`src/rtl/fetch_unit_if.sv`:
```
// Fetch-stage bus bundle: program-level handshake, branch/stall control,
// instruction-memory port and the registered outputs toward the decoder.
interface fetch_unit_if #(
    parameter int PC_W    = 10,
    parameter int INSTR_W = 9,
    parameter int CNT_W   = 16
);
    logic               start;
    logic               stall;
    logic               branch_taken;
    logic [PC_W-1:0]    branch_target;
    logic [INSTR_W-1:0] imem_data;
    logic [PC_W-1:0]    imem_addr;
    logic [INSTR_W-1:0] instruction;
    logic               instr_valid;
    logic [PC_W-1:0]    pc;
    logic [CNT_W-1:0]   fetch_count;
    logic               done;

    // Side that drives control and supplies memory data (environment / pipeline).
    modport master (
        output start, stall, branch_taken, branch_target, imem_data,
        input  imem_addr, instruction, instr_valid, pc, fetch_count, done
    );

    // The fetch unit itself.
    modport slave (
        input  start, stall, branch_taken, branch_target, imem_data,
        output imem_addr, instruction, instr_valid, pc, fetch_count, done
    );
endinterface

```
`src/rtl/fetch_unit.sv`:
```
// Instruction-fetch stage: owns the PC, registers the fetched instruction for
// the decoder, flushes on taken branches, holds on stall and signals Done when
// the PC reaches PROG_END.
module fetch_unit #(
    parameter int PC_W     = 10,
    parameter int INSTR_W  = 9,
    parameter int PROG_END = 1023,
    parameter int CNT_W    = 16
) (
    input  logic          clk,
    input  logic          rst_n,
    fetch_unit_if.slave   bus
);
    typedef enum logic [1:0] {IDLE = 2'd0, RUN = 2'd1, DONE = 2'd2} state_t;

    localparam logic [PC_W-1:0]  PC_LAST = PC_W'(PROG_END);
    localparam logic [CNT_W-1:0] CNT_MAX = '1;

    state_t             state_reg, state_next;
    logic [PC_W-1:0]    pc_reg, pc_next;
    logic [INSTR_W-1:0] ir_reg, ir_next;
    logic               valid_reg, valid_next;
    logic [CNT_W-1:0]   count_reg, count_next;
    logic               done_reg, done_next;

    // State register.
    always_ff @(posedge clk or negedge rst_n) begin
        if (!rst_n) begin
            state_reg <= IDLE;
        end else begin
            state_reg <= state_next;
        end
    end

    // Next-state logic: a branch sampled at PROG_END keeps the program running.
    always_comb begin
        state_next = state_reg;
        case (state_reg)
            IDLE, DONE: begin
                if (bus.start) begin
                    state_next = RUN;
                end
            end
            RUN: begin
                if (!bus.branch_taken && !bus.stall && (pc_reg == PC_LAST)) begin
                    state_next = DONE;
                end
            end
            default: state_next = IDLE;
        endcase
    end

    // Datapath next values; branch beats stall, stall beats end-of-program.
    always_comb begin
        pc_next    = pc_reg;
        ir_next    = ir_reg;
        valid_next = valid_reg;
        count_next = count_reg;
        done_next  = done_reg;
        case (state_reg)
            IDLE, DONE: begin
                ir_next    = '0;
                valid_next = 1'b0;
                if (bus.start) begin
                    pc_next    = '0;
                    count_next = '0;
                    done_next  = 1'b0;
                end
            end
            RUN: begin
                if (bus.branch_taken) begin
                    pc_next    = bus.branch_target;
                    ir_next    = '0;
                    valid_next = 1'b0;
                end else if (bus.stall) begin
                    // everything holds
                end else if (pc_reg == PC_LAST) begin
                    ir_next    = '0;
                    valid_next = 1'b0;
                    done_next  = 1'b1;
                end else begin
                    ir_next    = bus.imem_data;
                    valid_next = 1'b1;
                    pc_next    = pc_reg + PC_W'(1);
                    if (count_reg != CNT_MAX) begin
                        count_next = count_reg + CNT_W'(1);
                    end
                end
            end
            default: begin
                pc_next    = '0;
                ir_next    = '0;
                valid_next = 1'b0;
                count_next = '0;
                done_next  = 1'b0;
            end
        endcase
    end

    // Datapath registers; reset drops any in-flight fetch.
    always_ff @(posedge clk or negedge rst_n) begin
        if (!rst_n) begin
            pc_reg    <= '0;
            ir_reg    <= '0;
            valid_reg <= 1'b0;
            count_reg <= '0;
            done_reg  <= 1'b0;
        end else begin
            pc_reg    <= pc_next;
            ir_reg    <= ir_next;
            valid_reg <= valid_next;
            count_reg <= count_next;
            done_reg  <= done_next;
        end
    end

    assign bus.imem_addr   = pc_reg;
    assign bus.pc          = pc_reg;
    assign bus.instruction = ir_reg;
    assign bus.instr_valid = valid_reg;
    assign bus.fetch_count = count_reg;
    assign bus.done        = done_reg;
endmodule

```
`src/flat_wrapper.sv`:
```
// flat-port wrapper written by rule: the top's interface ports become plain ports
module fetch_unit_flat 
#(
    parameter int PC_W     = 10,
    parameter int INSTR_W  = 9,
    parameter int PROG_END = 1023,
    parameter int CNT_W    = 16
)
  (clk, rst_n, bus_start, bus_stall, bus_branch_taken, bus_branch_target, bus_imem_data, bus_imem_addr, bus_instruction, bus_instr_valid, bus_pc, bus_fetch_count, bus_done);
  fetch_unit_if #(.PC_W(PC_W), .INSTR_W(INSTR_W), .CNT_W(CNT_W)) bus_i ();
  input  logic clk;
  input  logic rst_n;
  input wire logic [$bits(bus_i.start)-1:0] bus_start;
  input wire logic [$bits(bus_i.stall)-1:0] bus_stall;
  input wire logic [$bits(bus_i.branch_taken)-1:0] bus_branch_taken;
  input wire logic [$bits(bus_i.branch_target)-1:0] bus_branch_target;
  input wire logic [$bits(bus_i.imem_data)-1:0] bus_imem_data;
  output wire logic [$bits(bus_i.imem_addr)-1:0] bus_imem_addr;
  output wire logic [$bits(bus_i.instruction)-1:0] bus_instruction;
  output wire logic [$bits(bus_i.instr_valid)-1:0] bus_instr_valid;
  output wire logic [$bits(bus_i.pc)-1:0] bus_pc;
  output wire logic [$bits(bus_i.fetch_count)-1:0] bus_fetch_count;
  output wire logic [$bits(bus_i.done)-1:0] bus_done;
  assign bus_i.start = bus_start;
  assign bus_i.stall = bus_stall;
  assign bus_i.branch_taken = bus_branch_taken;
  assign bus_i.branch_target = bus_branch_target;
  assign bus_i.imem_data = bus_imem_data;
  assign bus_imem_addr = bus_i.imem_addr;
  assign bus_instruction = bus_i.instruction;
  assign bus_instr_valid = bus_i.instr_valid;
  assign bus_pc = bus_i.pc;
  assign bus_fetch_count = bus_i.fetch_count;
  assign bus_done = bus_i.done;
  fetch_unit #(.PC_W(PC_W), .INSTR_W(INSTR_W), .PROG_END(PROG_END), .CNT_W(CNT_W)) u_core (.clk(clk), .rst_n(rst_n), .bus(bus_i));
endmodule
```
`config.mk`:
```
export PLATFORM = sky130hd
export DESIGN_NAME = fetch_unit_flat
export DESIGN_NICKNAME = d
export VERILOG_FILES = /design/src/rtl/fetch_unit_if.sv /design/src/rtl/fetch_unit.sv /design/src/flat_wrapper.sv
export SDC_FILE = /design/constraint.sdc
export NUM_CORES = 1
export LEC_CHECK = 0
export ABC_AREA = 1
export BUFFER_PORTS_ARGS = -buffer_cell sky130_fd_sc_hd__buf_2
export CORE_ASPECT_RATIO = 0.7
export CORE_MARGIN = 2
export CORE_UTILIZATION = 49
export CTS_BUF_LIST = sky130_fd_sc_hd__clkbuf_8
export DETAILED_ROUTE_END_ITERATION = 8
export HOLD_SLACK_MARGIN = 0.05
export PLACE_DENSITY = 0.79
export SYNTH_ARGS = -nofsm -noshare
export SYNTH_HDL_FRONTEND = slang
export SYNTH_SLANG_ARGS = --single-unit
```
`constraint.sdc`:
```
create_clock -name clk -period 1.32 [get_ports clk]
set_input_delay 0.066 -clock clk [delete_from_list [all_inputs] [get_ports clk]]
set_output_delay 0.066 -clock clk [all_outputs]
set_load 0.02 [all_outputs]
```
# [After elaboration in Yosys (flattened, before gate mapping)]
# Cells that the tools add are included.
[word_totals] register_bits=39 inputBits=24 out_inout_bits=47 word_cells=58
[op_classes] addsub=2 n_eq_ne=13 mux=27 reduce_logical=10
[ops] op="2-to-1 mux 16 bit" count=5
[ops] op="2-to-1 mux 10 bit" count=4
[ops] op="2-to-1 mux 9 bit" count=4
[ops] op="one-hot mux 16 bit (2 select lines)" count=1
[ops] op="one-hot mux 10 bit (2 select lines)" count=1
[ops] op="adder 16 x 1 -> 16 bit (second input constant)" count=1
[ops] op="inequality test 16 bit (second input constant)" count=1
[ops] op="adder 10 x 1 -> 10 bit (second input constant)" count=1
[ops] op="equality test 10 bit (second input constant)" count=1
[ops] op="2-to-1 mux 1 bit" count=8
[ops] op="inequality test 2 bit (second input constant)" count=4
[ops] op="inequality test 2 x 1 -> 1 bit (second input constant)" count=3
[ops] op="inequality test 3 bit (second input constant)" count=2
[ops] op="AND reduction 5 bit" count=1
[ops] op="2-to-1 mux 2 bit" count=2
[ops] op="one-hot mux 2 bit (2 select lines)" count=1
[ops] op="AND reduction 4 bit" count=1
[ops] op="AND reduction 3 bit" count=1
[ops] op="equality test 2 x 1 -> 1 bit (second input constant)" count=1
[ops] op="equality test 2 bit (second input constant)" count=1
[ops] op="logical AND 1 bit" count=2
[ops] op="logical NOT 1 bit" count=2
[ops] op="logical NOT 2 bit" count=1
[ops] op="one-hot mux 1 bit (2 select lines)" count=1
[ops] op="other kinds (2)" count=2

# [Longest topological paths before layout]
# Gate-level depths: netlist of the first run.
[depth] word_depth=6 mapped_depth=11 ltp_nobuf=11

# [Worst setup path before layout of the first run]
# OpenSTA, ideal clock, no wires.
[synth_path] path_kind="register to register" from="reg u_core.pc_reg[0] (netlist: u_core.bus.imem_addr[0])" to="reg u_core.count_reg[9] (netlist: u_core.bus.fetch_count[9])" setup_ps=117 arrival_ps=1473 required_time_ps=1203 path_slack_ps=-270 stages_incl_launch_ff=10 path_buffers=1 synth_period_minus_slack_ps=1590 cell_sequence="dfrtp_1 > ha_1 > nand2_1 > nor2_4 > nand4_2 > nand3_2 > nor2_4 > buf_6 > nand2_1 > nand2_1"
[synth_via] elab_chain_len=3
[synth_rtl] item="start: declaration" line="fetch_unit.sv:20" text="logic [PC_W-1:0] pc_reg, pc_next;"
[synth_rtl] item="start signal: assignment" line="fetch_unit.sv:109" text="pc_reg <= pc_next;"
[synth_rtl] item="equality test 10 bit" line="fetch_unit.sv:77" text="end else if (pc_reg == PC_LAST) begin"
[synth_rtl] item="inequality test 2 bit (no source line)"
[synth_rtl] item="AND reduction 5 bit (no source line)"
[synth_rtl] item="end signal: assignment" line="fetch_unit.sv:112" text="count_reg <= count_next;"
[synth_rtl] item="end: declaration" line="fetch_unit.sv:23" text="logic [CNT_W-1:0] count_reg, count_next;"
# Every way passes these cells.
# A chain may end at the register's enable or synchronous reset.

# [Worst setup path in the final report of the first run]
[layout_path] from="reg u_core.count_reg[6] (netlist: u_core.bus.fetch_count[6])" to="reg u_core.count_reg[14] (netlist: u_core.bus.fetch_count[14])"
[layout_via] elab_chain_len=6 word_cells_on_any_way=9 classes_between="1 x add/sub; 2 x eq/ne; 5 x mux; 1 x reduce/logical"
[layout_rtl] item="adder 16 x 1 -> 16 bit" line="fetch_unit.sv:86" text="count_next = count_reg + CNT_W'(1);"
[layout_rtl] item="2-to-1 mux 16 bit" line="fetch_unit.sv:85" text="if (count_reg != CNT_MAX) begin"
[layout_rtl] item="2-to-1 mux 16 bit" line="fetch_unit.sv:77"
[layout_rtl] item="2-to-1 mux 16 bit" line="fetch_unit.sv:75" text="end else if (bus.stall) begin"
[layout_rtl] item="2-to-1 mux 16 bit" line="fetch_unit.sv:71" text="if (bus.branch_taken) begin"
[layout_rtl] item="one-hot mux 16 bit (2 select lines)" line="fetch_unit.sv:60" text="case (state_reg)"
# Several ways; a longest one is shown, not always the timed one. The select of a mux whose other input is x is not followed.

==> qor.yml, run 1 <==
yosys:
  ys_ff_latch: 39
  ys_types: 29
  ys_top_cells_by_count: "nand2_1, inv_1, dfrtp_1, nor2_1, o21ai_0"
  seq_area_frac_synth_pct: 40.1
  synth_edf_count: 0
  postSynthCellCount: 351
  yosys_warnings: 0
  synth_area_um2: 2430
  synth.most_common_cell: "nand2_1"
  netlist.area_leader.share_pct: 40.1
  yosys-top-cells-area: "dfrtp_1, nand2_1, inv_1"
  ys.flop_type: "dfrtp_1"
  syn_avg_cell_area_um2: 6.93
  syn_nets: 377
  yosysTopAreaCell: "dfrtp_1"
  async_flop_share_pct: 100
global_routing:
  grt_pass1_wl_um: 14300
  grt_start_max_net_pins: 24
  grt_pass1_vias: 2935
  track_usage_pct: 33.1
  grt_overflow_total: 0
  antenna_found_initial: 0
routing:
  antenna_left: 0
  wl_per_cell_um: 19.3
  via_per_inst: 5.85
  wl_um: 11100
  vias: 3354
  first_pass_iters: 7
  first_iter_violations: 570
  drc: 0
cts:
  clkSinkCount: 39
  clk_transition_reported_paths_ps: 90
  cts_tree: "yes"
  cts_buffer_depth: 2
  clkLatencyLatePin_ps: 300
  cts_buffers: 5
  cts_max_level: 2
  cts_root_buf: "clkbuf_8"
worst_setup_path:
  path_max_fanout: 8
  slowest_stage: "dfrtp_1"
  slowest_delay_ps: 490
  worst_ep_arrival_time_ps: 1940
  rrSetupSlack_ps: -390
  critPathLaunchType: "flop"
  worstPathBufferInverterCount: 2
  cp.required_ps: 1550
  path_delay_family: "simple AND/OR/NAND/NOR gates"
  worst-setup-path-type: "reg2reg"
  reg2reg_from: "u_core.bus.fetch_count[6]"
  cp_cell_sequence: "nand2_2 -> inv_2 -> nand2_2 -> nor2_4 -> nand3_4 -> buf_6 -> nand4_4 -> nand2_1 -> nand2_1"
  critical_path_depth: 9
  worstRegToRegCells: 9
  cp-end-kind: "flop"
  r2r-end: "u_core.bus.fetch_count[14]"
die:
  die_y_um: 63.0
  start_util_pct: 50.9
  core_area_um2: 4780
  die_x_um: 88.2
  rows: 21
  dieArea_um2: 5550
  ios: 71
finish:
  layout-drive-gt1-share_pct: 51.0
  largest_reg_flops: 16
  num_antenna_cells: 0
  area_growth_syn_to_layout_pct: 66.7
  fin_nets: 529
  final_util_pct: 84.9
sta:
  fin_tns_setup_ps: -7620
  hold_viol: 0
  max-slew-margin-rel_pct: 61.0
  setup_ws_ps: -389
  period_needed_ps: 1710
  worst_pin_slew_ps: 585
  slew_violations: 0
  fmax_mhz: 585
  rsz0062_at_grt: "yes"
  fin_crit_sh_pct: 129
  fin_worst_skew_ps: 6.64
  finalSetupViolations: 39
placement:
  gp_congestion: 0.909
  hpwl_um: 5320
  port_buffers: 70
worst_hold_path:
  holdPathEnd: "u_core.bus.imem_addr[4]"
  hold_depth: 3
  min_path_type: "in2reg"
  worst_hold_startpoint: "bus_branch_target[4]"
power:
  ir_drop_uv: 1120
  power.leakage_nw: 2.16
  power_density_nw_per_um2: 1680
  finalPower_mw: 6.83
run_status:
  run_status: "finished with violations"
  violations: "setup timing"
run:
  cap_viol_max_count: 0
[per-layer routing]
| layer | wire [um] | share of wire (%) | vias to the layer above | global-route usage, % |
|---|---|---|---|---|
| met3 | 1320 | 12 | 106 | 7.00 |
| met2 | 4870 | 44 | 309 | 52.5 |
| met5 | 0 | 0 | - | 0 |
| li1 | - | - | 1404 | - |
| met4 | 758 | 6.8 | 0 | 12.9 |
| met1 | 4130 | 37 | 1535 | 44.1 |
[kinds of logic after synthesis]
family | synth area share, %
AO/OA/AOI/OAI | 10.1
adder cells (fa/ha/maj) | 1.03
XOR/XNOR | 0.720
AND/OR/NAND/NOR | 36.2
flip-flops | 40.1
buffers and inverters | 11.8
[worst max-delay path by stage]
stage                              startpoint                          to  slack [ps]
floorplan             u_core.bus.imem_addr[1]   u_core.bus.fetch_count[0]        -160
global placement    u_core.bus.fetch_count[0]   u_core.bus.fetch_count[6]         -80
detailed placement  u_core.bus.fetch_count[2]  u_core.bus.fetch_count[13]        -180
CTS                 u_core.bus.fetch_count[7]  u_core.bus.fetch_count[13]        -100
global route        u_core.bus.fetch_count[6]  u_core.bus.fetch_count[10]        -420
finish              u_core.bus.fetch_count[6]  u_core.bus.fetch_count[14]        -390
[power by group]
| part | leakage (nW) | total (mW) | internal (mW) | switching [mW] |
|---|---|---|---|---|
| clock | 0.0612 | 1.09 | 0.613 | 0.476 |
| combinational | 1.58 | 3.98 | 1.61 | 2.37 |
| sequential | 0.512 | 1.75 | 1.46 | 0.295 |
| total | 2.16 | 6.83 | 3.68 | 3.14 |
[worst reg2reg max path: stages, from the launching register on]
cell and delay, ps:
dfrtp_1 490, nand2_2 160, inv_2 120, nand2_2 80
nor2_4 150, nand3_4 130, buf_6 150, nand4_4 150
nand2_1 100, nand2_1 120
[layout by cell type, fill, tap and decap left out, types with 8 or more instances in the layout]
cell	count
nand2_1	101
buf_2	68
buf_4	68
inv_1	36
nand2_2	29
dfrtp_1	29
nor2_1	20
nor2_4	14
o21ai_1	13
buf_6	11
o21ai_0	10
dlygate4sd3_1	10
dfrtp_2	10
nor2_2	8
[stage by stage]
step | cells | setup WS, ps | hold slack (ps) | instance area (um^2)
finish | 573 | -389 | 53.7 | 4060
CTS | 566 | -102 | 63.2 | 3730
floorplan | 351 | -162 | -230 | 2500
global route | 573 | -424 | 92.3 | 4060
detailed placement | 538 | -184 | 85.9 | 3300
global placement | 538 | -76.3 | 79.6 | 3300
[layout make-up]
cell class	instances	area (um^2)
flip-flops and latches	39	988
multi-input cells	255	1570
repair buffers	160	1130
fillers	258	724
clock inverters	2	35.0
well taps	69	86.3
clock buffers	6	82.6
inverters	42	160
[what timing repair did]
action / CTS / global route
hold buffers: 10 / 0
pin swaps: 18 / 34
endpoints found under the setup margin: 39 / 39
hold endpoints to repair: 30 / 0
setup buffers: 9 / 7
cloned: 1 / 0
gates resized for setup: 33 / 88
Note: power is estimated with default switching activity, not from simulation.
==> run 2, diff against run 1 <==
--- a/config.mk
+++ b/config.mk
@@ -5,11 +5,9 @@
 export SDC_FILE = /design/constraint.sdc
 export NUM_CORES = 1
 export LEC_CHECK = 0
-export ABC_AREA = 1
 export BUFFER_PORTS_ARGS = -buffer_cell sky130_fd_sc_hd__buf_2
 export CORE_ASPECT_RATIO = 0.7
-export CORE_MARGIN = 2
-export CORE_UTILIZATION = 49
+export CORE_UTILIZATION = 47
 export CTS_BUF_LIST = sky130_fd_sc_hd__clkbuf_8
 export DETAILED_ROUTE_END_ITERATION = 8
 export HOLD_SLACK_MARGIN = 0.05
==> qor.yml, run 2 <==
run_status:
  run_status: "finished with violations"
  violations: "setup timing"
placement:
  pre_cts_slack_ps: -635
  dp.cells: 390
  gp_congestion: 0.889
  port_buffers: 70
  hpwl_um: 4150
  postPlaceCellArea_um2: 2990
sta:
  rsz0062_at_grt: "yes"
  fin_crit_sh_pct: 144
  finalSetupViolations: 39
  fin_tns_setup_ps: -13420
  hold_viol: 0
  holdWs_ps: 61.1
  max-slew-margin-rel_pct: 73.9
  slew_violations: 0
  fin_worst_skew_ps: 9.82
  fmax_mhz: 525
  setup_ws_ps: -585
  worst_pin_slew_ps: 380
  period_needed_ps: 1910
die:
  die_y_um: 57.6
  dieArea_um2: 4690
  start_util_pct: 51.1
  core_area_um2: 4070
  rows: 19
  die_x_um: 81.4
  ios: 71
global_routing:
  grt_overflow_total: 0
  grt_pass1_vias: 2251
  grt_start_max_net_pins: 40
  antenna_found_initial: 0
  grt_pass1_wl_um: 10600
  track_usage_pct: 30.4
power:
  finalPower_mw: 4.00
  power.leakage_nw: 1.72
  power_density_nw_per_um2: 1140
  ir_drop_uv: 1050
worst_setup_path:
  worst_ep_arrival_time_ps: 2120
  slowest_delay_ps: 430
  startpoint: "u_core.bus.fetch_count[1]"
  slowest_stage: "dfrtp_2"
  cp_cell_sequence: "ha_4 -> and3_4 -> and4_4 -> a211o_1 -> buf_4 -> o31a_1 -> a31oi_1"
  cp.required_ps: 1540
  worstPathBufferInverterCount: 1
  path_max_fanout: 4
  cp-end-kind: "flop"
  worst-setup-path-type: "reg2reg"
  critPathLaunchType: "flop"
  path_delay_family: "compound AO/OA/AOI/OAI gates"
  reg2reg_from: "u_core.bus.fetch_count[1]"
cts:
  cts_root_buf: "clkbuf_8"
  cts_buffer_depth: 2
  clkLatencyLatePin_ps: 300
  clkSinkCount: 39
  cts_max_level: 2
  cts_tree: "yes"
  clk_transition_reported_paths_ps: 80
  cts_buffers: 5
routing:
  via_per_inst: 5.67
  vias: 2397
  first_pass_iters: 4
  wl_per_cell_um: 16.5
  drc: 0
  antenna_left: 0
  wl_um: 6970
  first_iter_violations: 231
finish:
  num_antenna_cells: 0
  fin_nets: 396
  largest_reg_flops: 16
  final_cell_mix: "buf_2, buf_4, dfrtp_1, nor2_1, nand2_1"
  mostFrequentLayoutCell: "buf_2"
  finalInstanceArea_um2: 3500
  final_util_pct: 86.2
  area_growth_syn_to_layout_pct: 68.8
  fin_cells: 423
  layout-drive-gt1-share_pct: 54.4
worst_hold_path:
  min_path_type: "in2reg"
  worst_hold_startpoint: "bus_branch_target[8]"
yosys:
  syn_nets: 246
  seq_area_frac_synth_pct: 47.0
  ys_ff_latch: 39
  ys.flop_type: "dfrtp_1"
  ys_types: 44
  yosys_warnings: 0
  ys_top_cells_by_count: "dfrtp_1, nor2_1, nand2_1, o21ai_0, a21oi_1"
  postSynthCellCount: 220
  syn_avg_cell_area_um2: 9.44
  synth.most_common_cell: "dfrtp_1"
  netlist.area_leader.share_pct: 47.0
  yosysTopAreaCell: "dfrtp_1"
  async_flop_share_pct: 100
  synth_edf_count: 0
  synth_area_um2: 2080
  yosys-top-cells-area: "dfrtp_1, o21ai_0, a22o_1"
run:
  cap_viol_max_count: 0
-- run 2: cell types whose count changed after synthesis, sizes merged, moves of 5 or more --
cell    before  now
nand2      135   17
nor2        42   19
clkbuf       1    6
a31oi        0    5
and3         0    7
nand3       15    7
inv         42    8
o31ai        0    7
a22o         0    9
o21ai       30   22
-- run 2: worst min-delay path: cells and delay by family --
kind,cells,cell delay (ps)
compound gates,2,170
buf+inv,1,80
-- run 2: report_power, final --
part	switching [mW]	internal (mW)
clock network	0.420	0.611
registers	0.128	1.35
logic	0.814	0.672
total	1.36	2.64
-- run 2: layout make-up --
| type | instances | area [um^2] |
|---|---|---|
| multi-input combinational | 159 | 1210 |
| timing repair buffer | 157 | 1090 |
| sequential | 39 | 985 |
| fill | 226 | 562 |
| clock buffer | 6 | 82.6 |
| tap | 52 | 65.1 |
| clock inverter | 2 | 35.0 |
| inverter | 8 | 30.0 |
-- run 2: timing repair --
item / 4_1_cts / 5_1_grt
buffers inserted: 5 / 6
endpoints found under the setup margin: 39 / 39
hold buffers: 12 / 0
resized for setup: 33 / 12
pin swaps: 16 / 18
hold endpoints to repair: 50 / 0
gates cloned: 2 / 1
-- run 2: layer usage --
| metal | global-route usage (%) | routed length (um) | up-vias |
|---|---|---|---|
| met5 | 0 | 0 | - |
| met4 | 11.7 | 103 | 0 |
| met3 | 5.92 | 458 | 13 |
| met2 | 47.4 | 3270 | 104 |
| met1 | 41.7 | 3140 | 1151 |
| li1 | - | - | 1129 |
-- run 2: cell families after synthesis --
group,synth area share (%)
flip-flops,47.0
AND/OR/NAND/NOR,18.1
buffers and inverters,6.39
AO/OA/AOI/OAI,25.9
adder cells (fa/ha/maj),1.21
multiplexers,1.45
-- run 2: final timing paths --
check,to,slack [ps],cells past startpoint
max,u_core.bus.fetch_count[15],-590,7
max in group asynchronous,u_core.bus.imem_addr[0],840,3
min in group asynchronous,u_core.bus.imem_addr[5],260,3
min reg2reg,u_core.bus.instr_valid,500,1
min,u_core.bus.imem_addr[8],60,3
max reg2reg,u_core.bus.fetch_count[15],-590,7
==> run 3, diff against run 2 <==
--- a/config.mk
+++ b/config.mk
@@ -5,13 +5,14 @@
 export SDC_FILE = /design/constraint.sdc
 export NUM_CORES = 1
 export LEC_CHECK = 0
+export ABC_AREA = 0
 export BUFFER_PORTS_ARGS = -buffer_cell sky130_fd_sc_hd__buf_2
 export CORE_ASPECT_RATIO = 0.7
 export CORE_UTILIZATION = 47
 export CTS_BUF_LIST = sky130_fd_sc_hd__clkbuf_8
 export DETAILED_ROUTE_END_ITERATION = 8
 export HOLD_SLACK_MARGIN = 0.05
-export PLACE_DENSITY = 0.79
+export PLACE_DENSITY = 0.84
 export SYNTH_ARGS = -nofsm -noshare
 export SYNTH_HDL_FRONTEND = slang
 export SYNTH_SLANG_ARGS = --single-unit
==> qor.yml, run 3 (synthesis gave the netlist of run 2 again) <==
run_status:
  run_status: "finished with violations"
  violations: "setup timing"
worst_setup_path:
  path_max_fanout: 5
  worst-setup-path-type: "reg2reg"
  critPathLaunchType: "flop"
  path_delay_family: "compound AO/OA/AOI/OAI gates"
  slowest_delay_ps: 680
  worstPathBufferInverterCount: 2
  worstRegToRegCells: 7
  rrSetupSlack_ps: -1140
  reg2reg_from: "u_core.bus.fetch_count[1]"
  cp_common_cell: "buf_4"
  worst_ep_arrival_time_ps: 2570
  cp-end-kind: "flop"
  cp.required_ps: 1430
  slowest_stage: "o21ai_0"
  cp_cell_sequence: "ha_4 -> and3_4 -> buf_4 -> buf_4 -> nand4_1 -> o21ai_0 -> a31oi_1"
  r2r-end: "u_core.bus.fetch_count[12]"
worst_hold_path:
  holdPathEnd: "u_core.bus.imem_addr[6]"
  worst_hold_startpoint: "bus_branch_target[6]"
  min_path_type: "in2reg"
  hold_depth: 3
sta:
  fin_tns_setup_ps: -18260
  finalSetupViolations: 39
  period_needed_ps: 2460
  holdWs_ps: 48.2
  fin_worst_skew_ps: 9.37
  setup_ws_ps: -1140
  slew_violations: 0
  hold_viol: 0
  max-slew-margin-rel_pct: 51.6
  fin_crit_sh_pct: 186
  rsz0062_at_grt: "yes"
  fmax_mhz: 407
  worst_pin_slew_ps: 718
die:
  ios: 71
  die_x_um: 81.4
  start_util_pct: 51.1
  rows: 19
  die_y_um: 57.6
  core_area_um2: 4070
  dieArea_um2: 4690
global_routing:
  grt_start_max_net_pins: 20
  track_usage_pct: 33.5
  grt_pass1_wl_um: 11600
  grt_pass1_vias: 2415
  grt_overflow_total: 0
  antenna_found_initial: 1
routing:
  met3_wirelength_um: 1370
  vias: 2923
  dr_wl_met2_um: 4740
  drc: 0
  antenna_left: 0
  wl_met1_um: 3960
  first_pass_iters: 8
  wl_um: 10900
  wl_per_cell_um: 25.5
  routed.top_layer: "met5"
  via_per_inst: 6.85
  first_iter_violations: 462
power:
  ir_drop_uv: 1110
  power.leakage_nw: 1.74
  power_density_nw_per_um2: 1160
  finalPower_mw: 4.22
run:
  cap_viol_max_count: 0
finish:
  layout-drive-gt1-share_pct: 59.7
  num_antenna_cells: 0
  largest_reg_flops: 16
  mostFrequentLayoutCell: "buf_2"
  fin_nets: 400
  finalInstanceArea_um2: 3630
  final_util_pct: 89.3
  fin_cells: 427
  final_cell_mix: "buf_2, buf_4, dfrtp_1, nor2_1"
  area_growth_syn_to_layout_pct: 74.9
placement:
  dp.cells: 389
  postPlaceCellArea_um2: 2960
  hpwl_um: 4310
  port_buffers: 70
  pre_cts_slack_ps: -661
  gp_congestion: 0.875
cts:
  clk_transition_reported_paths_ps: 80
  cts_buffer_depth: 2
  cts_max_level: 2
  cts_root_buf: "clkbuf_8"
  cts_buffers: 5
  clkLatencyLatePin_ps: 310
  cts_tree: "yes"
  clkSinkCount: 39
-- run 3: cell count changes in the layout (fill, tap and decap cells not counted), moves of 3 or more --
| cell | delta |
|---|---|
| o31ai_2 | +3 |
| o21ai_1 | -3 |
| buf_4 | +3 |
| o21ai_2 | +4 |
| buf_6 | +4 |
-- run 3: area by class of cell --
cell class / instances / area, um^2
Timing Repair Buffer: 161 / 1110
Sequential cell: 39 / 985
Inverter: 8 / 30.0
Tap cell: 52 / 65.1
Fill cell: 167 / 434
Clock buffer: 5 / 68.8
Multi-Input combinational cell: 159 / 1330
Clock inverter: 3 / 43.8
-- run 3: layer usage --
layer | global-route usage [%] | up-vias
met5 | 0 | -
met4 | 15.6 | 2
li1 | - | 1124
met3 | 7.04 | 98
met1 | 40.8 | 1383
met2 | 56.8 | 316
-- run 3: worst max path at each step --
stage / endpoint / cells past startpoint / from / slack, ps
floorplan: u_core.bus.fetch_count[5] / 6 / u_core.bus.fetch_count[0] / -610
global placement: u_core.bus.fetch_count[11] / 6 / u_core.bus.fetch_count[1] / -610
detailed placement: u_core.bus.fetch_count[2] / 7 / u_core.bus.fetch_count[1] / -660
CTS: u_core.bus.fetch_count[8] / 6 / u_core.bus.fetch_count[1] / -610
global route: u_core.bus.fetch_count[12] / 7 / u_core.bus.fetch_count[1] / -1130
finish: u_core.bus.fetch_count[12] / 7 / u_core.bus.fetch_count[1] / -1140
-- run 3: timing repair --
item | 4_1_cts | 5_1_grt
cloned | 2 | 2
hold buffers | 11 | 0
buffers inserted | 8 | 8
setup endpoints to repair | 38 | 39
resized for setup | 39 | 31
pin swaps | 17 | 24
endpoints found under the hold margin | 27 | 0
-- run 3: worst min-delay path: stages --
cell and delay [ps]:
buf_2 80, a21oi_1 60, o21ai_1 120
-- run 3: report_power, final --
group	internal, mW	switching (mW)	leakage (nW)
logic	0.697	0.974	1.20
registers	1.35	0.151	0.483
clock network	0.563	0.478	0.0581
total	2.61	1.60	1.74
